$ cat src/rtl/serial_adder_ctrl.sv
// Bit-serial adder controller: one shared full-adder cell (two half adders
// plus an OR) sequenced LSB first, one bit per clock, carry held in a flop.

module half_adder (
  input  logic a_i,
  input  logic b_i,
  output logic s_o,
  output logic c_o
);
  // Single-bit sum and carry.
  assign s_o = a_i ^ b_i;
  assign c_o = a_i & b_i;
endmodule

module serial_adder_ctrl #(
  parameter int unsigned WIDTH = 4
) (
  input  logic             clk,
  input  logic             rst_n,
  input  logic             start,
  input  logic [WIDTH-1:0] a,
  input  logic [WIDTH-1:0] b,
  input  logic             cin,
  output logic             busy,
  output logic             done,
  output logic [WIDTH-1:0] sum,
  output logic             cout
);

  localparam int unsigned CNT_W = $clog2(WIDTH) + 1;

  typedef enum logic [1:0] {
    IDLE = 2'd0,
    RUN  = 2'd1,
    DONE = 2'd2
  } state_e;

  state_e             state_q, state_d;
  logic [WIDTH-1:0]   opa_q, opa_d;
  logic [WIDTH-1:0]   opb_q, opb_d;
  logic               carry_q, carry_d;
  logic [CNT_W-1:0]   idx_q, idx_d;
  logic [WIDTH-1:0]   sum_q, sum_d;
  logic               cout_q, cout_d;
  logic               busy_q, busy_d;
  logic               done_q, done_d;

  logic               a_bit_c, b_bit_c;
  logic               hs1_c, hc1_c, bit_c, hc2_c, carry_new_c;

  // Select the operand bits addressed by the current bit index.
  always_comb begin
    a_bit_c = 1'b0;
    b_bit_c = 1'b0;
    for (int i = 0; i < int'(WIDTH); i++) begin
      if (idx_q == CNT_W'(i)) begin
        a_bit_c = opa_q[i];
        b_bit_c = opb_q[i];
      end
    end
  end

  // The shared full-adder cell.
  half_adder u_ha0 (.a_i(a_bit_c), .b_i(b_bit_c), .s_o(hs1_c), .c_o(hc1_c));
  half_adder u_ha1 (.a_i(hs1_c),   .b_i(carry_q), .s_o(bit_c), .c_o(hc2_c));
  assign carry_new_c = hc1_c | hc2_c;

  // State and datapath registers.
  always_ff @(posedge clk or negedge rst_n) begin
    if (!rst_n) begin
      state_q <= IDLE;
      opa_q   <= '0;
      opb_q   <= '0;
      carry_q <= 1'b0;
      idx_q   <= '0;
      sum_q   <= '0;
      cout_q  <= 1'b0;
      busy_q  <= 1'b0;
      done_q  <= 1'b0;
    end else begin
      state_q <= state_d;
      opa_q   <= opa_d;
      opb_q   <= opb_d;
      carry_q <= carry_d;
      idx_q   <= idx_d;
      sum_q   <= sum_d;
      cout_q  <= cout_d;
      busy_q  <= busy_d;
      done_q  <= done_d;
    end
  end

  // Next-state and registered-output logic.
  always_comb begin
    state_d = state_q;
    opa_d   = opa_q;
    opb_d   = opb_q;
    carry_d = carry_q;
    idx_d   = idx_q;
    sum_d   = sum_q;
    cout_d  = cout_q;

    case (state_q)
      IDLE: begin
        if (start) begin
          opa_d   = a;
          opb_d   = b;
          carry_d = cin;
          idx_d   = '0;
          sum_d   = '0;
          cout_d  = 1'b0;
          state_d = RUN;
        end
      end
      RUN: begin
        for (int i = 0; i < int'(WIDTH); i++) begin
          if (idx_q == CNT_W'(i)) begin
            sum_d[i] = bit_c;
          end
        end
        carry_d = carry_new_c;
        idx_d   = idx_q + CNT_W'(1);
        if (idx_q == CNT_W'(WIDTH - 1)) begin
          cout_d  = carry_new_c;
          state_d = DONE;
        end
      end
      DONE: begin
        state_d = IDLE;
      end
      default: begin
        state_d = IDLE;
      end
    endcase

    busy_d = (state_d != IDLE);
    done_d = (state_d == DONE);
  end

  assign busy = busy_q;
  assign done = done_q;
  assign sum  = sum_q;
  assign cout = cout_q;

endmodule

$ cat config.mk
export PLATFORM = sky130hd
export DESIGN_NAME = serial_adder_ctrl
export DESIGN_NICKNAME = d
export VERILOG_FILES = /design/src/rtl/serial_adder_ctrl.sv
export SDC_FILE = /design/constraint.sdc
export NUM_CORES = 1
export LEC_CHECK = 0
export BUFFER_PORTS_ARGS = -buffer_cell sky130_fd_sc_hd__clkbuf_2
export CAP_MARGIN = 0
export CORE_ASPECT_RATIO = 1.2
export CORE_UTILIZATION = 48
export DETAILED_ROUTE_END_ITERATION = 16
export GPL_TIMING_DRIVEN = 1
export PLACE_DENSITY = 0.84
export SETUP_SLACK_MARGIN = 0.2
export SYNTH_ARGS = -nofsm -noshare
export SYNTH_HDL_FRONTEND = slang
export SYNTH_SLANG_ARGS = --single-unit
export TNS_END_PERCENT = 100
$ cat constraint.sdc
create_clock -name clk -period 2 [get_ports clk]
set_input_delay 0.3 -clock clk [delete_from_list [all_inputs] [get_ports clk]]
set_output_delay 0.3 -clock clk [all_outputs]
set_load 0.1 [all_outputs]
==> flow_summary.yaml <==
place:
  place_area_mm2: 0.00119
  globalplace.congestion: 0.780
  io_buffers: 18
  hpwl_um: 1510
sta:
  relSlewSlack_pct: 60.6
  setup_ws_ps: -15.8
  worst_slew_pin_slew_ps: 591
  period_minus_slack_ps: 2020
  hold_viol_final: 0
  timing.fmax_mhz: 496
  timing.final.crit_share_pct: 101
  fin_skew_ps: 2.48
  rsz0062_at_grt: "yes"
  setup_viol_count_final: 3
  maxSlewViolCount: 0
  hold_ws_ps: 209
layout:
  register_area_um2: 528
  drive_gt1_share_pct: 49.1
  fin_area_mm2: 0.00129
  diodes: 0
  fill_cells: 140
  multi_input_area_um2: 536
  final_nets: 129
  area.growth.synth_to_final_pct: 25.2
die:
  die_w_um: 44.2
  rows: 17
  io_pins: 19
  dieArea_mm2: 0.00233
  start_util_pct: 53.7
  coreArea_mm2: 0.00191
  die_y_um: 52.7
routing:
  drt-total-wl_um: 2020
  ant_nets: 0
  drtIter0Drc: 17
  dr.pass1.iters: 10
  post_drt_wl_per_cell_um: 15.6
  via_per_inst: 5.75
  vias: 742
  drc: 2
global_route:
  antenna_found_initial: 0
  grt_max_degree: 22
  track_usage_pct: 20.5
  grt_pass1_vias: 729
  grt-ovfl-total: 0
  grt_pass1_wl_um: 3300
status:
  outcome: "finished with violations"
  violations: "DRC, setup timing"
critical_path:
  startpoint_type: "flop"
  criticalPathCategory: "reg -> reg"
  r2r_slack_ps: -20
  crit_required_ps: 2250
  critPathCaptureType: "flop"
  critical_path.max_fanout: 5
  arrival_ps: 2260
synthesis:
  synth.largest_area_cell: "dfrtp_1"
  synth_cell_types: 21
  synth_top_area_share_pct: 51.2
  syn_avg_cell_area_um2: 12.2
  synth_nets: 102
  synth_seq_cells: 21
  syn-cell-area_mm2: 0.00103
  synthTopCellsByArea: "dfrtp_1, mux2_2, ha_1"
  seq_area_frac_synth_pct: 51.2
  yosys_warnings: 0
  syn_inst: 84
flow_run:
  maxCapViolations: 0
clocking:
  clkSlewWorstSetupHoldPaths_ps: 110
  cts_buffer_depth: 2
  cts_buffers: 3
  cts_tree: "done"
  clockRootBuffer: "clkbuf_4"
  postCtsSetupBuffers: 0
  clock_latency_ps: 310
  h-tree-depth: 1
  cts.sinks: 21
min_path:
  hp-class: "in -> reg"
[state kept, by name, summed over array words and instances, names as in the netlist]
signal   cells
opa_q        4
done         1
sum          4
busy         1
state_q      2
opb_q        4
cout         1
carry_q      1
idx_q        3
[cell families after synthesis]
kind of cell | count (synthesis) | share of synthesized area [%]
AND/OR/NAND/NOR | 16 | 11.1
buffers and inverters | 9 | 4.75
flip-flops | 21 | 51.2
adder cells (fa/ha/maj) | 6 | 8.04
AO/OA/AOI/OAI | 24 | 15.5
multiplexers | 8 | 9.50
[through the flow]
step           setup WS [ps]  utilization, %  setup TNS [ps]  std cells
6_report               -15.8            67.2           -31.5        129
3_3_place_gp            12.6            62.1               0        124
3_5_place_dp           -65.5            62.1            -205        124
4_1_cts                -8.93            66.4           -9.90        129
5_1_grt                 -108            67.2            -357        129
2_1_floorplan           62.1               -               0         84
[Yosys cell counts]
library cell	count
a21oi_1	7
a31oi_1	2
a32o_1	6
and3_2	2
buf_6	2
clkbuf_1	1
dfrtp_1	21
fa_1	1
ha_1	5
inv_1	6
mux2_2	6
mux2_4	2
nand2_1	5
nand2b_1	3
nor2_1	1
nor2b_1	2
nor3b_4	2
o21ai_0	5
o21bai_1	1
o22ai_1	3
or2b_1	1
[layout by cell type (no fill, tap or decap), drive strengths merged]
master,instances
dlygate4sd3,1
buf,6
o22ai,3
or2b,1
nor2,1
dfrtp,21
ha,5
fa,1
a31oi,2
o21bai,1
nand2,5
nor2b,2
and3,2
clkbuf,22
nor3b,2
nand2b,3
a32o,6
a21oi,7
mux2,8
o21ai,5
inv,6
[routing by layer]
layer | up-vias | GRT usage [%] | share of wire (%)
met5 | - | 0 | 0
met4 | 0 | 12.1 | 2.4
met3 | 5 | 3.10 | 3.3
met2 | 15 | 35.3 | 52
met1 | 368 | 23.5 | 42
li1 | 354 | - | -
[final timing paths]
| check | startpoint | to | cells past startpoint |
|---|---|---|---|
| worst max-delay path | idx_q[0] | sum[3] | 8 |
| max in group asynchronous | rst_n | idx_q[0] | 2 |
| worst max register to register | idx_q[0] | sum[3] | 8 |
| worst min-delay path | a[1] | opa_q[1] | 2 |
| min in group asynchronous | rst_n | opb_q[1] | 2 |
| worst min register to register | sum[2] | sum[2] | 1 |
[layout make-up]
class | count | area share (%)
multi-input combinational | 54 | 41.6
sequential | 21 | 41.1
timing repair buffer | 25 | 11.3
inverter | 6 | 2.14
clock buffer | 4 | 2.04
tap | 19 | 1.85
[timing repair]
| action | CTS | global route |
|---|---|---|
| pin swaps | 4 | 8 |
| gates cloned | 0 | 0 |
| endpoints found under the hold margin | 21 | 0 |
| resized for setup | 15 | 3 |
| hold buffers | 1 | 0 |
| endpoints found under the setup margin | 6 | 6 |
[worst max-delay path, cell delays in order (launching register included)]
cell	delay, ps
dfrtp_2	480
inv_4	70
ha_4	180
a21oi_2	100
o21ai_1	80
a32o_2	250
fa_2	580
a31oi_1	90
o21ai_1	120
Power is left out: the tool's default activity adds up to more than one toggle a clock period on the data nets, which glitch-free logic cannot reach.
